`src/rtl/pipeexe_md_if.sv`:
```
// Purpose: groups the ID/EX operand/control inputs and the EX/MEM outputs of pipeexe_md.
// Latency: none (wiring only).
// Backpressure: stall flows from slave to master and freezes the upstream stages.
// Ports: master = pipeline front end (drives e*, observes stall/m*),
//        slave  = execute stage (consumes e*, produces stall/m*).
interface pipeexe_md_if;
  logic        ewreg;
  logic        em2reg;
  logic        ewmem;
  logic [3:0]  ealuc;
  logic        ealuimm;
  logic        eshift;
  logic        ejal;
  logic [1:0]  emdop;
  logic [31:0] ea;
  logic [31:0] eb;
  logic [31:0] eimm;
  logic [31:0] epc4;
  logic [4:0]  ern0;
  logic        stall;
  logic        mwreg;
  logic        mm2reg;
  logic        mwmem;
  logic [31:0] malu;
  logic [31:0] mb;
  logic [4:0]  mrn;

  modport master (
    output ewreg, em2reg, ewmem, ealuc, ealuimm, eshift, ejal, emdop,
           ea, eb, eimm, epc4, ern0,
    input  stall, mwreg, mm2reg, mwmem, malu, mb, mrn
  );

  modport slave (
    input  ewreg, em2reg, ewmem, ealuc, ealuimm, eshift, ejal, emdop,
           ea, eb, eimm, epc4, ern0,
    output stall, mwreg, mm2reg, mwmem, malu, mb, mrn
  );
endinterface

```
`src/rtl/pipeexe_md.sv`:
```
// Purpose: execute stage (ALU / jal link / iterative mul-divu-remu) with the EX/MEM register.
// Latency: ALU and jal 1 cycle; mul/div results appear 34 edges after acceptance.
// Backpressure: combinational stall holds upstream for 33 cycles per md op; EX/MEM gets bubbles meanwhile.
// Ports: clock, reset (sync, active-high); bus.slave carries ID/EX inputs, stall and EX/MEM outputs.
module pipeexe_md (
  input  logic          clock,
  input  logic          reset,
  pipeexe_md_if.slave   bus
);

  typedef enum logic [1:0] {
    IDLE = 2'd0,
    BUSY = 2'd1,
    DONE = 2'd2
  } state_t;

  state_t      state_q;
  logic [4:0]  cnt_q;
  logic [1:0]  op_q;
  // Shared md datapath: mul uses acc=product, x=multiplicand, y=multiplier;
  // divide uses acc=partial remainder, x=dividend shifting into quotient, y=divisor.
  logic [31:0] acc_q;
  logic [31:0] x_q;
  logic [31:0] y_q;

  logic        mwreg_q, mm2reg_q, mwmem_q;
  logic [31:0] malu_q, mb_q;
  logic [4:0]  mrn_q;
  logic        mwreg_d, mm2reg_d, mwmem_d;
  logic [31:0] malu_d, mb_d;
  logic [4:0]  mrn_d;

  logic        stall;
  logic [31:0] alu_a, alu_b, alu_res, alu_sra;

  logic [31:0] mul_acc_nx;
  logic [32:0] rem_sh;
  logic        rem_ge;
  logic [31:0] div_rem_nx;
  logic [31:0] div_quo_nx;
  logic [31:0] md_res;

  // ---------------- ALU ----------------
  assign alu_a   = bus.eshift ? {27'b0, bus.eimm[10:6]} : bus.ea;
  assign alu_b   = bus.ealuimm ? bus.eimm : bus.eb;
  // Kept separate so the arithmetic shift is not turned logical by an unsigned ternary.
  assign alu_sra = $signed(alu_b) >>> alu_a[4:0];

  always_comb begin
    alu_res = '0;
    case (bus.ealuc[2:0])
      3'b000: alu_res = alu_a + alu_b;
      3'b100: alu_res = alu_a - alu_b;
      3'b001: alu_res = alu_a & alu_b;
      3'b101: alu_res = alu_a | alu_b;
      3'b010: alu_res = alu_a ^ alu_b;
      3'b110: alu_res = {alu_b[15:0], 16'b0};
      3'b011: alu_res = alu_b << alu_a[4:0];
      3'b111: alu_res = bus.ealuc[3] ? alu_sra : (alu_b >> alu_a[4:0]);
      default: alu_res = '0;
    endcase
  end

  // ---------------- md iteration ----------------
  assign mul_acc_nx = y_q[0] ? (acc_q + x_q) : acc_q;

  // Restoring divide step. The shifted remainder needs 33 bits; when it is
  // >= divisor the difference is < divisor, so 32-bit subtraction is exact.
  assign rem_sh     = {acc_q, x_q[31]};
  assign rem_ge     = (rem_sh >= {1'b0, y_q});
  assign div_rem_nx = rem_ge ? (rem_sh[31:0] - y_q) : rem_sh[31:0];
  assign div_quo_nx = {x_q[30:0], rem_ge};

  // divu returns the quotient register; mul and remu both finish in acc.
  assign md_res = (op_q == 2'b10) ? x_q : acc_q;

  // ---------------- stall ----------------
  // Forced low while reset is asserted so a held md op cannot stall a block being cleared.
  assign stall = ~reset & (((state_q == IDLE) & (bus.emdop != 2'b00)) | (state_q == BUSY));

  // ---------------- EX/MEM next state ----------------
  always_comb begin
    mwreg_d  = 1'b0;
    mm2reg_d = 1'b0;
    mwmem_d  = 1'b0;
    malu_d   = '0;
    mb_d     = '0;
    mrn_d    = '0;
    if (!stall) begin
      mwreg_d  = bus.ewreg;
      mm2reg_d = bus.em2reg;
      mwmem_d  = bus.ewmem;
      if (bus.ejal) begin
        malu_d = bus.epc4 + 32'd4;
      end else if (state_q == DONE) begin
        malu_d = md_res;
      end else begin
        malu_d = alu_res;
      end
      mb_d  = bus.eb;
      mrn_d = bus.ern0 | {5{bus.ejal}};
    end
  end

  // ---------------- FSM, md datapath and EX/MEM register ----------------
  always_ff @(posedge clock) begin
    if (reset) begin
      state_q  <= IDLE;
      cnt_q    <= '0;
      op_q     <= '0;
      acc_q    <= '0;
      x_q      <= '0;
      y_q      <= '0;
      mwreg_q  <= 1'b0;
      mm2reg_q <= 1'b0;
      mwmem_q  <= 1'b0;
      malu_q   <= '0;
      mb_q     <= '0;
      mrn_q    <= '0;
    end else begin
      mwreg_q  <= mwreg_d;
      mm2reg_q <= mm2reg_d;
      mwmem_q  <= mwmem_d;
      malu_q   <= malu_d;
      mb_q     <= mb_d;
      mrn_q    <= mrn_d;
      case (state_q)
        IDLE: begin
          if (bus.emdop != 2'b00) begin
            op_q    <= bus.emdop;
            x_q     <= bus.ea;
            y_q     <= bus.eb;
            acc_q   <= '0;
            cnt_q   <= '0;
            state_q <= BUSY;
          end
        end
        BUSY: begin
          if (op_q == 2'b01) begin
            acc_q <= mul_acc_nx;
            x_q   <= x_q << 1;
            y_q   <= y_q >> 1;
          end else begin
            acc_q <= div_rem_nx;
            x_q   <= div_quo_nx;
          end
          if (cnt_q == 5'd31) begin
            state_q <= DONE;
          end else begin
            cnt_q <= cnt_q + 5'd1;
          end
        end
        // The held md instruction leaves ID/EX at the end of this cycle, so
        // returning to IDLE cannot re-accept it.
        DONE:    state_q <= IDLE;
        default: state_q <= IDLE;
      endcase
    end
  end

  assign bus.stall  = stall;
  assign bus.mwreg  = mwreg_q;
  assign bus.mm2reg = mm2reg_q;
  assign bus.mwmem  = mwmem_q;
  assign bus.malu   = malu_q;
  assign bus.mb     = mb_q;
  assign bus.mrn    = mrn_q;

endmodule

```
`src/flat_wrapper.sv`:
```
// flat-port wrapper written by rule: the top's interface ports become plain ports
module pipeexe_md_flat 
  (clock, reset, bus_ewreg, bus_em2reg, bus_ewmem, bus_ealuc, bus_ealuimm, bus_eshift, bus_ejal, bus_emdop, bus_ea, bus_eb, bus_eimm, bus_epc4, bus_ern0, bus_stall, bus_mwreg, bus_mm2reg, bus_mwmem, bus_malu, bus_mb, bus_mrn);
  pipeexe_md_if bus_i ();
  input  logic clock;
  input  logic reset;
  input wire logic [$bits(bus_i.ewreg)-1:0] bus_ewreg;
  input wire logic [$bits(bus_i.em2reg)-1:0] bus_em2reg;
  input wire logic [$bits(bus_i.ewmem)-1:0] bus_ewmem;
  input wire logic [$bits(bus_i.ealuc)-1:0] bus_ealuc;
  input wire logic [$bits(bus_i.ealuimm)-1:0] bus_ealuimm;
  input wire logic [$bits(bus_i.eshift)-1:0] bus_eshift;
  input wire logic [$bits(bus_i.ejal)-1:0] bus_ejal;
  input wire logic [$bits(bus_i.emdop)-1:0] bus_emdop;
  input wire logic [$bits(bus_i.ea)-1:0] bus_ea;
  input wire logic [$bits(bus_i.eb)-1:0] bus_eb;
  input wire logic [$bits(bus_i.eimm)-1:0] bus_eimm;
  input wire logic [$bits(bus_i.epc4)-1:0] bus_epc4;
  input wire logic [$bits(bus_i.ern0)-1:0] bus_ern0;
  output wire logic [$bits(bus_i.stall)-1:0] bus_stall;
  output wire logic [$bits(bus_i.mwreg)-1:0] bus_mwreg;
  output wire logic [$bits(bus_i.mm2reg)-1:0] bus_mm2reg;
  output wire logic [$bits(bus_i.mwmem)-1:0] bus_mwmem;
  output wire logic [$bits(bus_i.malu)-1:0] bus_malu;
  output wire logic [$bits(bus_i.mb)-1:0] bus_mb;
  output wire logic [$bits(bus_i.mrn)-1:0] bus_mrn;
  assign bus_i.ewreg = bus_ewreg;
  assign bus_i.em2reg = bus_em2reg;
  assign bus_i.ewmem = bus_ewmem;
  assign bus_i.ealuc = bus_ealuc;
  assign bus_i.ealuimm = bus_ealuimm;
  assign bus_i.eshift = bus_eshift;
  assign bus_i.ejal = bus_ejal;
  assign bus_i.emdop = bus_emdop;
  assign bus_i.ea = bus_ea;
  assign bus_i.eb = bus_eb;
  assign bus_i.eimm = bus_eimm;
  assign bus_i.epc4 = bus_epc4;
  assign bus_i.ern0 = bus_ern0;
  assign bus_stall = bus_i.stall;
  assign bus_mwreg = bus_i.mwreg;
  assign bus_mm2reg = bus_i.mm2reg;
  assign bus_mwmem = bus_i.mwmem;
  assign bus_malu = bus_i.malu;
  assign bus_mb = bus_i.mb;
  assign bus_mrn = bus_i.mrn;
  pipeexe_md u_core (.clock(clock), .reset(reset), .bus(bus_i));
endmodule
```
`config.mk`:
```
export PLATFORM = sky130hd
export DESIGN_NAME = pipeexe_md_flat
export DESIGN_NICKNAME = d
export VERILOG_FILES = /design/src/rtl/pipeexe_md_if.sv /design/src/rtl/pipeexe_md.sv /design/src/flat_wrapper.sv
export SDC_FILE = /design/constraint.sdc
export NUM_CORES = 1
export LEC_CHECK = 0
export BUFFER_PORTS_ARGS = -buffer_cell sky130_fd_sc_hd__buf_2
export CAP_MARGIN = 20
export CORE_UTILIZATION = 51
export CTS_BUF_LIST = sky130_fd_sc_hd__clkbuf_8
export DETAILED_ROUTE_END_ITERATION = 10
export PLACE_DENSITY = 0.71
export SLEW_MARGIN = 20
export SYNTH_ARGS = -nofsm -noshare
export SYNTH_HDL_FRONTEND = slang
export SYNTH_SLANG_ARGS = --single-unit
export TNS_END_PERCENT = 20
```
`constraint.sdc`:
```
create_clock -name clock -period 16.11 [get_ports clock]
set_input_delay 2.4165 -clock clock [delete_from_list [all_inputs] [get_ports clock]]
set_output_delay 2.4165 -clock clock [all_outputs]
set_load 0.005 [all_outputs]
```
Yosys cells after proc, flatten, opt, wreduce, memory -nomap -nowiden
Index checks and enable logic that the tools add are counted.

Register bits after elaboration: 177. Bits of input ports: 147. Output and inout port bits: 73. Logic and storage cells: 82.

$add $sub $neg: 6. Magnitude comparators: 1. Eq/ne operators: 17. Shift-type cells: 3. Mux-type cells: 24. Bitwise gates (word level): 8. Reduce and logical (&&, ||, !) cells: 11.

Operators by type and width (count): 32-bit two-way mux (13); 32-bit one-hot mux with 8 select lines (1); 32-bit one-hot mux with 2 select lines (3); 32-bit adder (2); 32-bit subtractor (2); 33-bit by 32-bit greater-or-equal comparator with 1-bit output (1); 32-bit by 3-bit adder with 32-bit output (second input constant) (1); 32-bit AND (1); 32-bit OR (1); 32-bit by 5-bit << shifter with 32-bit output (1); 32-bit by 5-bit right shift with 32-bit output (1); 32-bit by 5-bit >>> shifter with 32-bit output (1); 32-bit XOR (1); 3-bit == test (second input constant) (4); 5-bit two-way mux (2); 5-bit one-hot mux with 2 select lines (1); 3-bit AND reduction (3); 2-bit != test (second input constant) (4); 3-bit by 2-bit == test with 1-bit output (second input constant) (2); 2-bit AND reduction (3); 5-bit by 1-bit adder with 5-bit output (second input constant) (1); 5-bit == test (second input constant) (1); 5-bit OR (1); 2-bit by 1-bit == test with 1-bit output (second input constant) (2); 13 further kinds (17).

Depth between registers and ports, before layout
Depth after elaboration: 6. Gate-level depth with buffers: 23. Depth with buffers taken out: 18.

Worst setup path after synthesis
Ideal clock, no wire load.

Path kind: input port to flip-flop. Start: in bus_ealuimm. End: reg u_core.malu_q[23] (netlist: u_core.bus.malu[23]). Library setup time: 0.120 ns. Arrival time: 6.581 ns. Slack: 9.409 ns. Cell stages on the path: 20. Path buffers: 2. Path through: buf_6 > buf_6 > mux2i_1 > ha_1 > nand3_1 > or3_1 > nor3_1 > and3_1 > a21oi_1 > xnor2_1 > ha_1 > and2_1 > nand4_1 > or3_1 > o311a_1 > a21oi_1 > a21oi_1 > xor2_1 > a211oi_1 > o31a_1.

Word-level cells in the longest chain between the ends: 6. Elaborated cells between the ends (all ways): 13.

RTL lines: from (decl) (RTL line flat_wrapper.sv:11) `input wire logic [$bits(bus_i.ealuimm)-1:0] bus_ealuimm;`; 32-bit two-way mux (*) (RTL line pipeexe_md.sv:45) `assign alu_b = bus.ealuimm ? bus.eimm : bus.eb;`; branches (longest 2 deep; another with 32-bit subtractor); 32-bit one-hot mux with 8 select lines (*) (RTL line pipeexe_md.sv:51) `case (bus.ealuc[2:0])`; 32-bit two-way mux (*) (RTL line pipeexe_md.sv:95) `end else if (state_q == DONE) begin`; 32-bit two-way mux (*) (RTL line pipeexe_md.sv:93) `if (bus.ejal) begin`; to (signal assigned) (RTL line pipeexe_md.sv:124) `malu_q <= malu_d;`; to (decl) (RTL line pipeexe_md.sv:27) `logic [31:0] malu_q, mb_q;`.

Every way passes the cells marked *. A chain may end at the register's enable or synchronous reset.

Worst setup path in the final report
Start: in bus_ealuimm. End: reg u_core.malu_q[25] (netlist: u_core.bus.malu[25]).

Same word-level chain as after synthesis.

==> flow_summary.ini <==
[timing]
drv_slew = 0
finalSetupViolCount = 0
slew_headroom_pct = 18.38
hold_viol = 0
worst_slew_pin_slew_ns = 1.190
setup_tns_ns = 0
min_period_ns = 7.732
fin_skew_ns = 0.01483
min_period_over_period_pct = 48.00
hold_ws_ns = 0.4972
fmax_mhz = 129.3
rsz0062_at_grt = no

[clock_network]
post_cts_buffers = 0
clock_latency_ns = 0.55
cts_tree = built
cts-root-buf = clkbuf_8
hold_buffers = 0
post_cts_resize_count = 0
h-tree-depth = 4
cts_sinks = 177
cts_buffer_depth = 2
cts_buffers = 17
clk_pin_slew_ns = 0.10

[floorplan]
ioPinCount = 220
start_util_pct = 51.64
dieArea_um2 = 39930
dieWidth_um = 199.8
num_rows = 72
die_y_um = 199.8
coreArea_um2 = 38650

[hold_path]
hold_class = reg2reg
hp-start = u_core.y_q[22]

[placed_design]
dp_hpwl_mm = 73.29
io_buffers = 219
dpl-instance-area_um2 = 21390
gp_congestion = 1.100

[detailed_routing]
vias = 22830
drc = 0
avgViaCountPerCell = 6.695
first_pass_iters = 6
ant_nets = 0
drt_wl_total_mm = 95.79
wl_per_cell_um = 28.09
drtIter0Drc = 2551

[worst_setup_path]
cp.arrival_ns = 8.21
cp_data_required_time_ns = 16.59
critical_path_class = in2reg
crit_path_start_kind = input pin
reg2reg_from = u_core.acc_q[0]
crit_fanout = 50
startpoint = bus_ealuimm
crit_path_end_kind = register

[global_route]
grt_pass1_wl_mm = 138.0
grt_max_degree = 72
grt_use_total_pct = 47.85
grt-ovfl-total = 0
grt_pass1_vias = 20890
antenna_found_initial = 3

[logic_synthesis]
synth_edf_count = 0
yosysMostFrequentCell = nand2_1
yosysWarnings = 0
syn_area_um2 = 19960
synth_commonest_cells = nand2_1, nor2_1, a21oi_1
synth_async_sr_flop_share_pct = 0
ys_ff_latch = 177
synthCells = 2762
syn_area_per_cell_um2 = 7.226
synth_top_cell_by_area = dfxtp_1
synth_top_area_share_pct = 17.75
ys_types = 91
synth_ff_type = dfxtp_1
synthTopCellsByArea = dfxtp_1, ha_1, nand2_1, mux2i_1, a21oi_1
syn_nets = 3074
yosysSeqAreaShare_pct = 17.75

[finish]
num-nets-final = 3190
syn_to_final_growth_pct = 9.473
stdcell_area_um2 = 21850
multiInputGateArea_um2 = 15220
regArea_um2 = 3543
drive_gt1_share_pct = 13.42
nFillCells = 3707

[power_and_ir_drop]
ir_drop_mv = 0.06681
p_per_area_nw_per_um2 = 82.13
p_leak_nw = 9.769

[status]
run_status = finished, final reports clean

[run]
max_cap_violations = 0
[power by group]
group	switching [mW]	total, mW	leakage, nW	internal, mW
Sequential	0.0386	0.511	1.45	0.472
Combinational	0.614	0.939	8.10	0.325
Clock	0.190	0.345	0.212	0.155
Total	0.842	1.79	9.77	0.952
[worst paths after layout]
check,end,slack [ns],cells past startpoint
worst min register to register,u_core.y_q[21],0.50,2
worst min-delay path,u_core.y_q[21],0.50,2
worst max-delay path,u_core.bus.malu[25],8.38,20
worst max register to register,u_core.acc_q[20],11.85,12
[flip-flops by register name, indices dropped and copies added, names as in the netlist]
signal             cells
u_core.y_q            32
u_core.state_q         2
u_core.bus.malu       32
u_core.x_q            32
u_core.bus.mwreg       1
u_core.cnt_q           5
u_core.bus.mwmem       1
u_core.op_q            2
u_core.bus.mrn         5
u_core.acc_q          32
u_core.bus.mm2reg      1
u_core.bus.mb         32
[area by class of cell]
cell class / count / area share, %
diodes: 1 / 0.01145
multi-input cells: 2273 / 69.65
inverters: 137 / 2.365
flip-flops and latches: 177 / 16.22
repair buffers: 272 / 6.883
well taps: 518 / 2.966
clock buffers: 17 / 1.071
clock inverters: 15 / 0.8304
[per-stage QoR]
stage                     instances  power, mW  utilization, %  setup WS, ns
after global routing           3410      1.869           56.53         8.081
final                          3410      1.794           56.53         8.378
after CTS                      3407      1.745           56.41         8.586
after floorplan                2762      1.113               -         9.409
after global placement         3375      1.390           55.34         8.100
after detailed placement       3375      1.403           55.34         8.035
[placed cells by master, fill, tap and decap left out, types with 41 or more instances in the layout]
| master | instances |
|---|---|
| nand2_1 | 378 |
| buf_4 | 52 |
| inv_1 | 132 |
| mux2i_1 | 133 |
| o21ai_1 | 41 |
| o21ai_0 | 147 |
| xnor2_1 | 93 |
| buf_2 | 218 |
| xor2_1 | 42 |
| nor3_1 | 54 |
| and2_1 | 49 |
| nand3_1 | 47 |
| a21oi_1 | 226 |
| nand2b_1 | 44 |
| dfxtp_1 | 177 |
| a21o_1 | 52 |
| nor2_1 | 258 |
| ha_1 | 162 |
[metal layers]
layer / GRT usage [%] / routed length [um] / vias to the layer above
met2: 71.64 / 40990 / 1478
met4: 37.55 / 8499 / 2
met5: 0 / 13 / -
met3: 15.19 / 10800 / 406
met1: 56.61 / 35490 / 10770
li1: - / - / 10180
[cells by family after synthesis]
| kind of cell | count (synthesis) | synth area share [%] |
|---|---|---|
| xor+xnor | 135 | 5.924 |
| flops | 177 | 17.75 |
| mux | 185 | 10.58 |
| buf+inv | 312 | 6.508 |
| simple gates | 949 | 21.43 |
| fa+ha+maj | 165 | 10.46 |
| compound gates | 839 | 27.34 |
[critical path: stages]
cell and delay (ns):
buf_4 0.70, mux2i_1 0.68, ha_1 0.28, nand3_1 0.10, or3_1 0.42, nor3_1 0.32, buf_4 0.22, and3_1 0.19
a21oi_1 0.09, xnor2_1 0.14, ha_1 0.39, and2_1 0.18, nand4_1 0.14, or3_1 0.40, o311a_1 0.14, a21oi_1 0.50
a211oi_1 0.21, a221oi_1 0.34, o221ai_1 0.20, o21ai_1 0.12
Power figures use the tool's default switching activity.
